## src/rtl/trivium_decrypt_pkg.sv

```systemverilog
// Trivium decryptor shared definitions: register lengths, tap positions,
// FSM state encoding and the 8-round combinational step function.
package trivium_decrypt_pkg;

  localparam int unsigned KEY_LEN             = 80;
  localparam int unsigned IV_LEN              = 80;
  localparam int unsigned INIT_ROUNDS_DEFAULT = 1152;
  localparam int unsigned STEP_ROUNDS         = 8;
  localparam int unsigned CNT_W               = 8;

  localparam int unsigned A_LEN = 93;
  localparam int unsigned B_LEN = 84;
  localparam int unsigned C_LEN = 111;

  // Tap positions (index 0 is the newest bit of each register)
  localparam int unsigned A_T   = 65;
  localparam int unsigned A_OUT = 92;
  localparam int unsigned A_FB  = 68;
  localparam int unsigned A_AN0 = 90;
  localparam int unsigned A_AN1 = 91;
  localparam int unsigned B_T   = 68;
  localparam int unsigned B_OUT = 83;
  localparam int unsigned B_FB  = 77;
  localparam int unsigned B_AN0 = 81;
  localparam int unsigned B_AN1 = 82;
  localparam int unsigned C_T   = 65;
  localparam int unsigned C_OUT = 110;
  localparam int unsigned C_FB  = 86;
  localparam int unsigned C_AN0 = 108;
  localparam int unsigned C_AN1 = 109;

  typedef enum logic [2:0] {
    ST_IDLE,
    ST_LOAD_KEY,
    ST_LOAD_IV,
    ST_LOAD_STATE,
    ST_INIT,
    ST_RUN
  } state_e;

  typedef struct packed {
    logic [A_LEN-1:0] a;
    logic [B_LEN-1:0] b;
    logic [C_LEN-1:0] c;
    logic [7:0]       z;
  } step8_t;

  // Eight Trivium rounds; z bit i is the keystream bit of round i
  function automatic step8_t trivium_step8(input logic [A_LEN-1:0] a_in,
                                           input logic [B_LEN-1:0] b_in,
                                           input logic [C_LEN-1:0] c_in);
    step8_t           res;
    logic [A_LEN-1:0] a;
    logic [B_LEN-1:0] b;
    logic [C_LEN-1:0] c;
    logic             t1, t2, t3, fa, fb, fc;
    a     = a_in;
    b     = b_in;
    c     = c_in;
    res.z = '0;
    for (int i = 0; i < STEP_ROUNDS; i++) begin
      t1       = a[A_T] ^ a[A_OUT];
      t2       = b[B_T] ^ b[B_OUT];
      t3       = c[C_T] ^ c[C_OUT];
      res.z[i] = t1 ^ t2 ^ t3;
      fa       = t3 ^ (c[C_AN0] & c[C_AN1]) ^ a[A_FB];
      fb       = t1 ^ (a[A_AN0] & a[A_AN1]) ^ b[B_FB];
      fc       = t2 ^ (b[B_AN0] & b[B_AN1]) ^ c[C_FB];
      a        = {a[A_LEN-2:0], fa};
      b        = {b[B_LEN-2:0], fb};
      c        = {c[C_LEN-2:0], fc};
    end
    res.a = a;
    res.b = b;
    res.c = c;
    return res;
  endfunction

endpackage

```

## src/rtl/trivium_decrypt_if.sv

```systemverilog
// Decryptor link bundle: serial key/IV load, ciphertext in, plaintext out, status.
interface trivium_decrypt_if;
  logic       key_bit;
  logic       key_strb;
  logic       iv_bit;
  logic       iv_strb;
  logic [7:0] cipher;
  logic       cipher_valid;
  logic       cipher_ready;
  logic [7:0] plain;
  logic       plain_valid;
  logic       plain_ready;
  logic       busy;
  logic       err_sgn;

  modport master (
    output key_bit, key_strb, iv_bit, iv_strb, cipher, cipher_valid, plain_ready,
    input  cipher_ready, plain, plain_valid, busy, err_sgn
  );

  modport slave (
    input  key_bit, key_strb, iv_bit, iv_strb, cipher, cipher_valid, plain_ready,
    output cipher_ready, plain, plain_valid, busy, err_sgn
  );
endinterface

```

## src/rtl/trivium_decrypt_core.sv

```systemverilog
// Trivium state holder: loads key/IV, advances 8 rounds per step, exposes the
// keystream byte of the next step. Shared with the encryptor.
module trivium_decrypt_core
  import trivium_decrypt_pkg::*;
(
  input  logic               clk,
  input  logic               rst,
  input  logic               i_load,
  input  logic               i_step,
  input  logic [KEY_LEN-1:0] i_key,
  input  logic [IV_LEN-1:0]  i_iv,
  output logic [7:0]         o_z_c
);

  logic [A_LEN-1:0] r_a;
  logic [B_LEN-1:0] r_b;
  logic [C_LEN-1:0] r_c;
  step8_t           w_nxt;

  assign w_nxt = trivium_step8(r_a, r_b, r_c);
  assign o_z_c = w_nxt.z;

  // State load or 8-round advance
  always_ff @(posedge clk or posedge rst) begin
    if (rst) begin
      r_a <= '0;
      r_b <= '0;
      r_c <= '0;
    end else if (i_load) begin
      r_a <= {{(A_LEN-KEY_LEN){1'b0}}, i_key};
      r_b <= {{(B_LEN-IV_LEN){1'b0}}, i_iv};
      r_c <= {3'b111, {(C_LEN-3){1'b0}}};
    end else if (i_step) begin
      r_a <= w_nxt.a;
      r_b <= w_nxt.b;
      r_c <= w_nxt.c;
    end
  end

endmodule

```

## src/rtl/trivium_decrypt.sv

```systemverilog
// Receive-side Trivium decryptor: serial key (and optional IV) load, warm-up,
// then one keystream byte XORed onto each accepted ciphertext byte.
// Build option: TRIVIUM_DEC_IV_EN adds a serial IV load phase; otherwise IV = 0.
module trivium_decrypt
  import trivium_decrypt_pkg::*;
#(
  parameter int unsigned INIT_ROUNDS = INIT_ROUNDS_DEFAULT
) (
  input logic               clk,
  input logic               rst,
  trivium_decrypt_if.slave  bus
);

  localparam int unsigned INIT_CLKS = INIT_ROUNDS / STEP_ROUNDS;

  state_e             r_state;
  logic [CNT_W-1:0]   r_cnt;
  logic [KEY_LEN-1:0] r_key_sr;
  logic [7:0]         r_plain;
  logic               r_plain_valid;
  logic               r_busy;
  logic               r_err;

  logic [IV_LEN-1:0]  w_iv;
  logic [7:0]         w_z;
  logic               w_ready;
  logic               w_accept;
  logic               w_key_start;
  logic               w_err;

  // A key strobe outside the key/IV load phases starts a fresh key (bit 0)
  assign w_key_start = bus.key_strb &
                       (r_state inside {ST_IDLE, ST_LOAD_STATE, ST_INIT, ST_RUN});
  // Rekey has priority over a byte transfer in the same cycle
  assign w_ready     = (r_state == ST_RUN) & ~bus.key_strb &
                       (~r_plain_valid | bus.plain_ready);
  assign w_accept    = w_ready & bus.cipher_valid;

`ifdef TRIVIUM_DEC_IV_EN
  logic [IV_LEN-1:0] r_iv_sr;
  assign w_iv  = r_iv_sr;
  assign w_err = (bus.cipher_valid & ~(r_state inside {ST_IDLE, ST_RUN})) |
                 (bus.iv_strb & (r_state != ST_LOAD_IV));
`else
  logic w_unused_iv;
  assign w_iv        = '0;
  assign w_unused_iv = bus.iv_bit ^ bus.iv_strb;
  assign w_err       = bus.cipher_valid & ~(r_state inside {ST_IDLE, ST_RUN});
`endif

  trivium_decrypt_core u_core (
    .clk    (clk),
    .rst    (rst),
    .i_load (r_state == ST_LOAD_STATE),
    .i_step ((r_state == ST_INIT) | w_accept),
    .i_key  (r_key_sr),
    .i_iv   (w_iv),
    .o_z_c  (w_z)
  );

  // Control FSM, key/IV shifters, counters and plaintext holding register
  always_ff @(posedge clk or posedge rst) begin
    if (rst) begin
      r_state       <= ST_IDLE;
      r_cnt         <= '0;
      r_key_sr      <= '0;
      r_plain       <= '0;
      r_plain_valid <= 1'b0;
      r_busy        <= 1'b0;
      r_err         <= 1'b0;
`ifdef TRIVIUM_DEC_IV_EN
      r_iv_sr       <= '0;
`endif
    end else begin
      r_err <= w_err;
      if (w_key_start) begin
        r_key_sr      <= {r_key_sr[KEY_LEN-2:0], bus.key_bit};
        r_cnt         <= CNT_W'(1);
        r_state       <= ST_LOAD_KEY;
        r_busy        <= 1'b1;
        r_plain_valid <= 1'b0;
        r_plain       <= '0;
      end else begin
        case (r_state)
          ST_LOAD_KEY: begin
            if (bus.key_strb) begin
              r_key_sr <= {r_key_sr[KEY_LEN-2:0], bus.key_bit};
              if (r_cnt == CNT_W'(KEY_LEN-1)) begin
                r_cnt <= '0;
`ifdef TRIVIUM_DEC_IV_EN
                r_state <= ST_LOAD_IV;
`else
                r_state <= ST_LOAD_STATE;
`endif
              end else begin
                r_cnt <= r_cnt + CNT_W'(1);
              end
            end
          end
`ifdef TRIVIUM_DEC_IV_EN
          ST_LOAD_IV: begin
            if (bus.iv_strb) begin
              r_iv_sr <= {r_iv_sr[IV_LEN-2:0], bus.iv_bit};
              if (r_cnt == CNT_W'(IV_LEN-1)) begin
                r_cnt   <= '0;
                r_state <= ST_LOAD_STATE;
              end else begin
                r_cnt <= r_cnt + CNT_W'(1);
              end
            end
          end
`endif
          ST_LOAD_STATE: begin
            r_cnt   <= '0;
            r_state <= ST_INIT;
          end
          ST_INIT: begin
            if (r_cnt == CNT_W'(INIT_CLKS-1)) begin
              r_cnt   <= '0;
              r_state <= ST_RUN;
              r_busy  <= 1'b0;
            end else begin
              r_cnt <= r_cnt + CNT_W'(1);
            end
          end
          ST_RUN: begin
            if (w_accept) begin
              r_plain       <= bus.cipher ^ w_z;
              r_plain_valid <= 1'b1;
            end else if (bus.plain_ready) begin
              r_plain_valid <= 1'b0;
            end
          end
          default: begin
          end
        endcase
      end
    end
  end

  assign bus.cipher_ready = w_ready;
  assign bus.plain        = r_plain;
  assign bus.plain_valid  = r_plain_valid;
  assign bus.busy         = r_busy;
  assign bus.err_sgn      = r_err;

endmodule

```

## src/flat_wrapper.sv

```systemverilog
// flat-port wrapper written by rule: the top's interface ports become plain ports
module trivium_decrypt_flat import trivium_decrypt_pkg::*;
#(
  parameter int unsigned INIT_ROUNDS = INIT_ROUNDS_DEFAULT
)
  (clk, rst, bus_key_bit, bus_key_strb, bus_iv_bit, bus_iv_strb, bus_cipher, bus_cipher_valid, bus_plain_ready, bus_cipher_ready, bus_plain, bus_plain_valid, bus_busy, bus_err_sgn);
  trivium_decrypt_if bus_i ();
  input logic clk;
  input logic rst;
  input wire logic [$bits(bus_i.key_bit)-1:0] bus_key_bit;
  input wire logic [$bits(bus_i.key_strb)-1:0] bus_key_strb;
  input wire logic [$bits(bus_i.iv_bit)-1:0] bus_iv_bit;
  input wire logic [$bits(bus_i.iv_strb)-1:0] bus_iv_strb;
  input wire logic [$bits(bus_i.cipher)-1:0] bus_cipher;
  input wire logic [$bits(bus_i.cipher_valid)-1:0] bus_cipher_valid;
  input wire logic [$bits(bus_i.plain_ready)-1:0] bus_plain_ready;
  output wire logic [$bits(bus_i.cipher_ready)-1:0] bus_cipher_ready;
  output wire logic [$bits(bus_i.plain)-1:0] bus_plain;
  output wire logic [$bits(bus_i.plain_valid)-1:0] bus_plain_valid;
  output wire logic [$bits(bus_i.busy)-1:0] bus_busy;
  output wire logic [$bits(bus_i.err_sgn)-1:0] bus_err_sgn;
  assign bus_i.key_bit = bus_key_bit;
  assign bus_i.key_strb = bus_key_strb;
  assign bus_i.iv_bit = bus_iv_bit;
  assign bus_i.iv_strb = bus_iv_strb;
  assign bus_i.cipher = bus_cipher;
  assign bus_i.cipher_valid = bus_cipher_valid;
  assign bus_i.plain_ready = bus_plain_ready;
  assign bus_cipher_ready = bus_i.cipher_ready;
  assign bus_plain = bus_i.plain;
  assign bus_plain_valid = bus_i.plain_valid;
  assign bus_busy = bus_i.busy;
  assign bus_err_sgn = bus_i.err_sgn;
  trivium_decrypt #(.INIT_ROUNDS(INIT_ROUNDS)) u_core (.clk(clk), .rst(rst), .bus(bus_i));
endmodule
```

## config.mk

```make
export PLATFORM = sky130hd
export DESIGN_NAME = trivium_decrypt_flat
export DESIGN_NICKNAME = d
export VERILOG_FILES = /design/src/rtl/trivium_decrypt_pkg.sv /design/src/rtl/trivium_decrypt_if.sv /design/src/rtl/trivium_decrypt_core.sv /design/src/rtl/trivium_decrypt.sv /design/src/flat_wrapper.sv
export SDC_FILE = /design/constraint.sdc
export NUM_CORES = 1
export LEC_CHECK = 0
export CAP_MARGIN = 20
export CORE_MARGIN = 4
export CORE_UTILIZATION = 46
export CTS_CLUSTER_SIZE = 12
export DETAILED_ROUTE_END_ITERATION = 6
export MAX_ROUTING_LAYER = met4
export PLACE_DENSITY = 0.76
export SETUP_SLACK_MARGIN = 0.02
export SLEW_MARGIN = 25
export SYNTH_ARGS = -nofsm -noshare
export SYNTH_HDL_FRONTEND = slang
export SYNTH_SLANG_ARGS = --single-unit
```

## constraint.sdc

```tcl
create_clock -name clk -period 11.2 [get_ports clk]
set_input_delay 1.12 -clock clk [delete_from_list [all_inputs] [get_ports clk]]
set_output_delay 1.12 -clock clk [all_outputs]
set_load 0.02 [all_outputs]
```

==> Yosys cells after proc, flatten, opt, wreduce, memory -nomap -nowiden <==
Cells that the tools add are included.
W data, S select, Z words.
{ "word_totals": {"elab_cells": 190, "rom_bits": 0, "output_inout_bits": 12, "ram_bits": 0, "memories": 0, "in_bits": 16, "ff_bits": 390, "latch_bits": 0} }
{ "op_classes": {"mul": 0, "n_lt_le_gt_ge": 0, "div_mod_pow": 0, "bitwise_logic": 123, "eq_ne": 9, "shift": 0, "mux": 29, "add_sub_neg": 1, "reduce_logical": 18} }
{ "ops": {"columns": ["op", "n"], "rows": [
  ["$mux W80", 3],
  ["$mux W111", 2],
  ["$mux W93", 2],
  ["$mux W84", 2],
  ["$xor A1 B1 Y1", 88],
  ["$mux W8", 7],
  ["$and A1 B1 Y1", 29],
  ["$pmux W8 S3", 1],
  ["$reduce_bool A2 Y1", 8],
  ["$mux W3", 4],
  ["$reduce_and A2 Y1", 5],
  ["$ne A3 B2 Y1 const B", 3],
  ["$pmux W3 S3", 1],
  ["$add A8 B1 Y8 const B", 1],
  ["$eq A8 B7 Y1 const B", 1],
  ["$eq A8 B8 Y1 const B", 1],
  ["$reduce_bool A4 Y1", 2],
  ["$xor A8 B8 Y8", 1],
  ["$mux W1", 7],
  ["$eq A3 B3 Y1 const B", 2],
  ["$reduce_and A4 Y1", 1],
  ["$eq A3 B1 Y1 const B", 1],
  ["$eq A3 B2 Y1 const B", 1],
  ["$logic_not A3 Y1", 1],
  ["other kinds (3)", 6]
]} }

==> Logic depth before layout (Yosys ltp) <==
Gate-level depths: netlist of run 1.
{ "logic_depth": {"word_depth": 7, "mapped_depth": 8, "ltp_nobuf": 6} }

==> Cells and area by module <==
A second synthesis of run 1 with hierarchy kept.
{ "hier_totals": {"hier_cells": 1540, "area_unflattened_um2": 17819.6} }
{ "by_module_without_submodules": {"columns": ["mod", "n_inst", "cells_each", "area_each_um2"], "rows": [
  ["trivium_decrypt_core", 1, 1242, 13654.3],
  ["trivium_decrypt", 1, 298, 4165.2]
]} }

==> Worst setup path after synthesis of run 1 <==
No wires, ideal clock.
{ "synth_path": {"kind": "in2out", "startpoint": "input bus_key_strb", "endpoint": "output bus_cipher_ready", "setup_slack_ns": 8.423, "required_time_ns": 10.080, "path_buffers": 0, "cell_stages": 2, "arrival_ns": 1.657, "path_cell_list": "nand2b_1 nor3_4"} }
{ "synth_between": {"elab_chain_len": 3} }
{ "synth_lines": {"columns": ["item", "line", "text"], "rows": [
  ["start, declared", "flat_wrapper.sv:11", "input wire logic [$bits(bus_i.key_strb)-1:0] bus_key_strb;"],
  ["$not A1 Y1", "trivium_decrypt.sv:35", "assign w_ready = (r_state == ST_RUN) & ~bus.key_strb &"],
  ["$and A1 B1 Y1 (2 in series)", "trivium_decrypt.sv:35", null],
  ["end, declared", "flat_wrapper.sv:17", "output wire logic [$bits(bus_i.cipher_ready)-1:0] bus_cipher_ready;"]
]} }
No other way between the ends.

==> Worst setup path in the final report of run 1 <==
Ends and elaborated chain as after synthesis.

==> results of run 1 <==
synth_stat cells, types with 2 or more instances:
cell type | instances | area, um^2
buf_2 | 35 | 175
nor3_1 | 2 | 10.0
a21oi_1 | 8 | 40.0
mux2i_1 | 80 | 801
nand2b_1 | 6 | 37.5
xnor2_1 | 80 | 701
nand2_1 | 531 | 1990
a31oi_1 | 2 | 12.5
xor2_1 | 16 | 140
and3_1 | 3 | 18.8
buf_6 | 19 | 214
nand3_1 | 2 | 10.0
nor2_1 | 11 | 41.3
a22oi_1 | 2 | 15.0
o21a_1 | 2 | 15.0
clkbuf_1 | 53 | 199
dfrtp_1 | 390 | 9760
inv_1 | 5 | 18.8
mux2_2 | 80 | 901
or2_2 | 2 | 12.5
a22o_1 | 2 | 17.5
o22ai_1 | 2 | 12.5
o21ai_1 | 69 | 345
o21ai_0 | 229 | 1150
o2bb2ai_1 | 9 | 78.8
nor2b_1 | 5 | 31.3
cell type report:
class	count	area, um^2
clock buffer	63	1230
clock inverter	8	93.8
fill	3200	17800
inverter	5	22.5
multi-input combinational	1160	6590
sequential	390	9760
tap	468	586
timing repair buffer	38	395
where the power goes:
part | switching, mW | total [mW] | internal (mW) | leakage (nW)
logic | 0.625 | 0.957 | 0.332 | 2.39
clock network | 0.542 | 1.32 | 0.782 | 0.651
registers | 0.153 | 1.76 | 1.61 | 5.36
worst reg2reg max path, cell delays in order (launching register included):
cell and delay (ns):
dfrtp_1 0.51, nor2b_1 0.26, nand2_4 0.43, buf_4 0.80
buf_4 0.89, mux2i_1 0.36, o21ai_0 0.10
cells by family after synthesis:
logic type,share of synthesized area (%)
mux,10.0
buf+inv,3.63
xor+xnor,4.96
simple gates,13.1
fa+ha+maj,0.0738
compound gates,10.7
flops,57.6
routing by layer:
| layer | global-route usage [%] | vias to the layer above | part of all wire [%] |
|---|---|---|---|
| li1 | - | 5461 | - |
| met1 | 22.7 | 5442 | 47 |
| met2 | 25.7 | 146 | 48 |
| met3 | 2.72 | 57 | 3.7 |
| met4 | 4.08 | 0 | 2.1 |
| met5 | - | - | 0 |
how the worst min path moves through the flow:
| stage | slack [ns] | depth (start not counted) | endpoint | startpoint |
|---|---|---|---|---|
| floorplan | 0.45 | 2 | u_core.u_core.r_a[10] | u_core.u_core.r_a[10] |
| global placement | 0.46 | 2 | u_core.u_core.r_a[34] | u_core.u_core.r_a[34] |
| detailed placement | 0.47 | 2 | u_core.u_core.r_b[1] | u_core.u_core.r_b[1] |
| CTS | 0.48 | 2 | u_core.u_core.r_a[79] | u_core.u_core.r_a[79] |
| global route | 0.49 | 2 | u_core.u_core.r_c[12] | u_core.u_core.r_c[12] |
| finish | 0.47 | 2 | u_core.u_core.r_a[79] | u_core.u_core.r_a[79] |
cells in the final DEF (no fill, tap or decap), types with 3 or more instances in the layout:
cell type and instances:
a21oi_1 8, and3_1 3, buf_4 7, buf_6 4, clkbuf_1 12, clkbuf_16 43
clkbuf_8 8, clkdlybuf4s50_1 25, clkinv_2 4, dfrtp_1 390, inv_1 4, mux2_2 80
mux2i_1 80, nand2_1 529, nand2b_1 6, nor2_1 11, nor2b_1 5, o21ai_0 229
o21ai_1 69, o2bb2ai_1 9, xnor2_1 80, xor2_1 16
state kept, by name, indices dropped and copies added, names as in the netlist, 3 cells and up:
signal and cells:
u_core.r_key_sr 80, u_core.u_core.r_c 111, u_core.u_core.r_b 84, u_core.r_cnt 8, u_core.bus.plain 8, u_core.r_state 3, u_core.u_core.r_a 93
==> impl_metrics.ini, run 1 <==
[placed_design]
place_inst = 2060
place_area_um2 = 17300
port_buffers = 25
dp_slack_ns = 6.61
hpwl_um = 19500
place_congestion = 0.829

[floorplanning]
initial_core_util_pct = 46.4
die_w_um = 200
die_area_um2 = 40000
die_y_um = 200
boundaryPins = 28
core-area_um2 = 36500
num_rows = 70

[sta]
hold_violations = 0
rsz0062_at_grt = false
tightestPinTransition_ns = 1.05
clock.fmax_mhz = 238
slew_headroom_pct = 30.0
period_needed_ns = 4.20
setup_slack_ns = 7.00
fin_skew_ns = 0.0241
drv_slew = 0
finalCritPeriodShare_pct = 37.5
finalSetupTns_ns = 0
report.final.setup_viol = 0
hold_ws_ns = 0.475

[clock_network]
cts-htree-levels = 2
cts_sinks = 390
postCtsSetupBuffers = 0
cts-resized-gates = 0
cts_buffers = 42
clk_latency_ns = 0.54
cts_buffer_depth = 3
root_buffer = clkbuf_16
cts_tree = yes
hold_buffers = 0
cts.clk_slew.worst_paths_ns = 0.05

[synth]
synth_cell_types = 45
ys.flop_type = dfrtp_1
ys_ff_latch = 390
synthCells = 1664
synth_edf_count = 0
syn_avg_cell_area_um2 = 10.2
synth_area_um2 = 17000
synthArstFlopShare_pct = 100
syn_nets = 1681
synth_seq_area_share_pct = 57.6
ys_warn_count = 0

[routing]
drc_errors = 0
dr_total_vias = 11100
firstDrtPassIters = 5
wl_um = 31500
post_drt_wl_per_cell_um = 14.8
drt_iter0_drc = 689
drtAntennaViolNets = 0
via_per_inst = 5.21

[finish]
finish.utilization_pct = 51.1
n_antenna_cell = 0
nets = 1654
final_area_um2 = 18700
syn_to_final_growth_pct = 10.2
final_cells = 2132
final_layout_size_suffix_gt1_share_pct = 9.86

[run_status]
outcome = completed

[power]
leakage_nw = 8.41
power_mw = 4.04
ir_drop_uv = 170
cellPowerDensity_nw_per_um2 = 216

[grt]
antenna_found_initial = 0
grt_usage_pct = 16.4
grt_pass1_wl_um = 53500
grt_pass1_vias = 10700
grt_max_degree = 334
gr-total-overflow = 0

[critical_path]
ff2ff_path_depth = 6
path_delay_family = buffers and inverters
path_common_cell = clkdlybuf4s50_1
endpoint = bus_cipher_ready
path_buf_inv = 2
r2r_end = u_core.u_core.r_a[7]
path_max_fanout = 11
r2r_slack_ns = 7.66
slowest_stage = clkdlybuf4s50_1
cp-startpoint = bus_key_strb
crit_path_end_kind = primary output
path_class = input port to primary output
slowest_delay_ns = 0.68
worstPathCellList = clkdlybuf4s50_1, nand2b_1, nor3_4, clkdlybuf4s50_1
critPathLaunchType = input port
cp.depth = 4
worstPathArrival_ns = 3.08
r2r-start = u_core.r_state[0]
worstPathRequired_ns = 10.08

[job]
drv_cap = 0

[min_path]
hp-class = register to register
(Power assumes the default switching activity.)
==> run 2: changes to the inputs <==
==> constraint.sdc (replaced) <==
create_clock -name clk -period 3.85 [get_ports clk]
set_input_delay 0.385 -clock clk [delete_from_list [all_inputs] [get_ports clk]]
set_output_delay 0.385 -clock clk [all_outputs]
set_load 0.02 [all_outputs]
==> impl_metrics.ini, run 2 (synthesis results as in run 1) <==
[power]
clkPwrFrac_pct = 32.5
power.switching_mw = 3.87
leakage_nw = 8.50
combPwrFrac_pct = 24.5
cellPowerDensity_nw_per_um2 = 632
power_mw = 11.9
ir_drop_uv = 319
seqPwrFrac_pct = 43.0
power.internal_mw = 8.06
p_sw_share_pct = 32.4

[sta]
period_needed_ns = 2.87
hold_ws_ns = 0.319
finalSetupTns_ns = 0
rsz0062_at_grt = false
drv_slew = 0
finalCritPeriodShare_pct = 74.4
clock.fmax_mhz = 349
hold_violations = 0
fin_skew_ns = 0.0202
setup_slack_ns = 0.985
slew_headroom_pct = 43.1
tightestPinTransition_ns = 0.853
report.final.setup_viol = 0

[critical_path]
r2r_end = u_core.r_key_sr[14]
r2r_slack_ns = 1.25
worstPathRequired_ns = 3.46
cp-startpoint = u_core.r_state[1]
cp.depth = 3
slowest_delay_ns = 0.68
r2r-start = u_core.r_state[2]
worstPathArrival_ns = 2.48
path_class = register to primary output
critPathLaunchType = register
ff2ff_path_depth = 5
path_delay_family = buffers and inverters
endpoint = bus_cipher_ready
slowest_stage = clkdlybuf4s50_1
path_buf_inv = 1
path_max_fanout = 15
worstPathCellList = or2b_2, nor3_4, clkdlybuf4s50_1
crit_path_end_kind = primary output

[placed_design]
place_inst = 2069
dp_slack_ns = 0.936
hpwl_um = 20500
port_buffers = 25
place_congestion = 0.835
place_area_um2 = 17500

[clock_network]
clk_latency_ns = 0.54
cts_sinks = 390
root_buffer = clkbuf_16
postCtsSetupBuffers = 0
cts-resized-gates = 0
hold_buffers = 0
cts-htree-levels = 2
cts_tree = yes
cts.clk_slew.worst_paths_ns = 0.06
cts_buffers = 41
cts_buffer_depth = 3

[finish]
nets = 1661
final_area_um2 = 18900
largest_reg_flops = 111
largestRegisters = u_core.u_core.r_c (111), u_core.u_core.r_a (93), u_core.u_core.r_b (84)
final_common_cell = nand2_1
final_layout_size_suffix_gt1_share_pct = 10.2
n_antenna_cell = 0
finish.utilization_pct = 51.7
syn_to_final_growth_pct = 11.3
top_register = u_core.u_core.r_c
final_cells = 2135
layout_common_cells = 529 x nand2_1, 390 x dfrtp_1, 229 x o21ai_0

[routing]
dr_total_vias = 11200
wl_um = 32300
drc_errors = 0
drt_iter0_drc = 844
drtAntennaViolNets = 0
firstDrtPassIters = 5
post_drt_wl_per_cell_um = 15.1
via_per_inst = 5.22

[grt]
gr-total-overflow = 0
grt_max_degree = 157
grt_pass1_wl_um = 55600
antenna_found_initial = 0
grt_pass1_vias = 11100
grt_usage_pct = 17.1

[floorplanning]
die_area_um2 = 40000
boundaryPins = 28
die_w_um = 200
initial_core_util_pct = 46.4
die_y_um = 200
num_rows = 70
core-area_um2 = 36500

[run_status]
outcome = completed

[min_path]
hp-class = input port to async pin

[job]
drv_cap = 0
==> run 2: cell types whose count changed in the layout (fill, tap and decap cells not counted) <==
cell,before,now
clkinv_8,2,1
inv_8,1,0
bufinv_16,1,2
clkinvlp_4,1,2
buf_16,1,0
clkbuf_8,8,10
clkbuf_1,12,9
buf_12,1,14
clkinv_2,4,0
buf_6,4,0
inv_16,0,1
clkbuf_16,43,42
==> run 2: per-layer routing <==
metal / part of all wire [%] / global-route usage (%) / wire length (um)
met1: 46 / 23.9 / 15000
met2: 48 / 26.8 / 15400
met3: 4.1 / 2.48 / 1330
met4: 1.9 / 4.23 / 611
met5: 0 / - / 0
==> run 2: worst min-delay path by stage <==
stage,from,to,slack (ns),cells past startpoint
floorplan,u_core.u_core.r_a[10],u_core.u_core.r_a[10],0.45,2
global placement,u_core.u_core.r_a[35],u_core.u_core.r_a[35],0.46,2
detailed placement,u_core.u_core.r_a[80],u_core.u_core.r_a[80],0.47,2
CTS,rst,u_core.u_core.r_a[61],0.33,2
global route,rst,u_core.u_core.r_a[61],0.36,2
finish,rst,u_core.u_core.r_a[62],0.32,2
==> run 2: final cells by class <==
cell class                      instances  area (um^2)
Multi-Input combinational cell       1160         6590
Clock inverter                          5          104
Timing Repair Buffer                   46          583
Tap cell                              468          586
Inverter                                5         22.5
Fill cell                            3141        17700
Clock buffer                           61         1220
Sequential cell                       390         9760
==> run 2: power by group through the flow <==
stage	clock, mW	combinational, mW	sequential (mW)
2_1_floorplan	0	2.37	5.09
3_3_place_gp	0	2.86	5.16
3_5_place_dp	0	2.93	5.20
4_1_cts	3.97	2.95	5.13
5_1_grt	4.15	3.28	5.21
6_report	3.88	2.92	5.14
==> run 3: changes to the inputs <==
==> constraint.sdc (replaced) <==
create_clock -name clk -period 2.55 [get_ports clk]
set_input_delay 0.255 -clock clk [delete_from_list [all_inputs] [get_ports clk]]
set_output_delay 0.255 -clock clk [all_outputs]
set_load 0.02 [all_outputs]
==> impl_metrics.ini, run 3 (synthesis results as in run 1) <==
[floorplanning]
die_area_um2 = 40000
core-area_um2 = 36500
initial_core_util_pct = 46.4
die_w_um = 200
boundaryPins = 28
die_y_um = 200
num_rows = 70

[clock_network]
cts_buffers = 41
cts_buffer_depth = 3
postCtsSetupBuffers = 0
cts_sinks = 390
cts_tree = yes
cts.clk_slew.worst_paths_ns = 0.06
root_buffer = clkbuf_16
clk_latency_ns = 0.53
cts-htree-levels = 2

[sta]
finalCritPeriodShare_pct = 93.5
drv_slew = 0
hold_violations = 0
fin_skew_ns = 0.0254
rsz0062_at_grt = false
tightestPinTransition_ns = 0.657
slew_headroom_pct = 56.2
report.final.setup_viol = 0
period_needed_ns = 2.38
setup_slack_ns = 0.166
clock.fmax_mhz = 419

[critical_path]
worstPathCellList = or2b_2, nor3_4, dlygate4sd2_1
worstPathArrival_ns = 2.13
worstPathRequired_ns = 2.30
path_buf_inv = 1
path_max_fanout = 15
crit_path_end_kind = primary output
slowest_delay_ns = 0.56
critPathLaunchType = register
slowest_stage = dfrtp_1
path_delay_family = simple AND/OR/NAND/NOR gates
path_class = register to primary output
r2r_slack_ns = 0.22

[routing]
wl_um = 31900
via_per_inst = 5.21
drtAntennaViolNets = 0
firstDrtPassIters = 5
post_drt_wl_per_cell_um = 14.9
dr_total_vias = 11200
drc_errors = 0
drt_iter0_drc = 849

[finish]
final_layout_size_suffix_gt1_share_pct = 11.0
largest_reg_flops = 111
syn_to_final_growth_pct = 11.6
layout_common_cells = 529 x nand2_1, 390 x dfrtp_1, 229 x o21ai_0
nets = 1677
finish.utilization_pct = 51.8
final_area_um2 = 18900
largestRegisters = u_core.u_core.r_c (111), u_core.u_core.r_a (93), u_core.u_core.r_b (84)
n_antenna_cell = 0
final_common_cell = nand2_1
top_register = u_core.u_core.r_c

[grt]
grt_pass1_wl_um = 55300
gr-total-overflow = 0
antenna_found_initial = 0
grt_max_degree = 118
grt_pass1_vias = 11200
grt_usage_pct = 17.0

[min_path]
hp-class = input port to async pin

[placed_design]
port_buffers = 25
place_congestion = 0.808
place_area_um2 = 17700
dp_slack_ns = 0.270
hpwl_um = 20700

[power]
leakage_nw = 8.55
ir_drop_uv = 527
cellPowerDensity_nw_per_um2 = 938

[job]
drv_cap = 0

[run_status]
outcome = completed
## run 3: layout make-up
| class | instances | area [um^2] |
|---|---|---|
| timing repair buffer | 62 | 752 |
| multi-input combinational | 1160 | 6590 |
| inverter | 5 | 22.5 |
| sequential | 390 | 9760 |
| fill | 3063 | 17600 |
| clock buffer | 56 | 1160 |
| tap | 468 | 586 |
| clock inverter | 7 | 50.0 |
## run 3: stage by stage
step           instances  hold slack (ns)  TNS (ns)  total power [mW]
5_1_grt             2148           0.0820         0              18.8
4_1_cts             2148           0.0693         0              17.9
3_3_place_gp        2085            0.461         0              12.3
6_report            2148           0.0663         0              17.7
3_5_place_dp        2085            0.469         0              12.4
2_1_floorplan       1664            0.377  -1150.85              11.3
## run 3: worst paths after layout
kind                       depth (start not counted)                     to             startpoint
max in group asynchronous                          3  u_core.u_core.r_b[74]                    rst
max                                                3       bus_cipher_ready      u_core.r_state[1]
min                                                2  u_core.u_core.r_b[40]                    rst
max reg2reg                                        6        u_core.r_cnt[7]        u_core.r_cnt[0]
min in group clk                                   2     u_core.r_key_sr[0]            bus_key_bit
min reg2reg                                        2  u_core.u_core.r_c[34]  u_core.u_core.r_c[34]
## run 3: metal layers
metal	vias to the layer above	share of wire (%)	GRT usage [%]
met2	168	48	27.0
met3	41	3.5	2.48
met5	-	0	-
met1	5484	47	23.6
li1	5491	-	-
met4	0	1.4	3.40
## run 3: report_power, final
group	total (mW)	leakage (nW)	internal [mW]	switching, mW
sequential	7.75	5.36	7.06	0.688
combinational	4.55	2.58	1.73	2.82
clock	5.45	0.601	3.16	2.28
## run 3: repair_timing
item	in CTS	in global routing
endpoints found under the setup margin	1	0
hold buffers	0	0
gates resized for setup	1	0
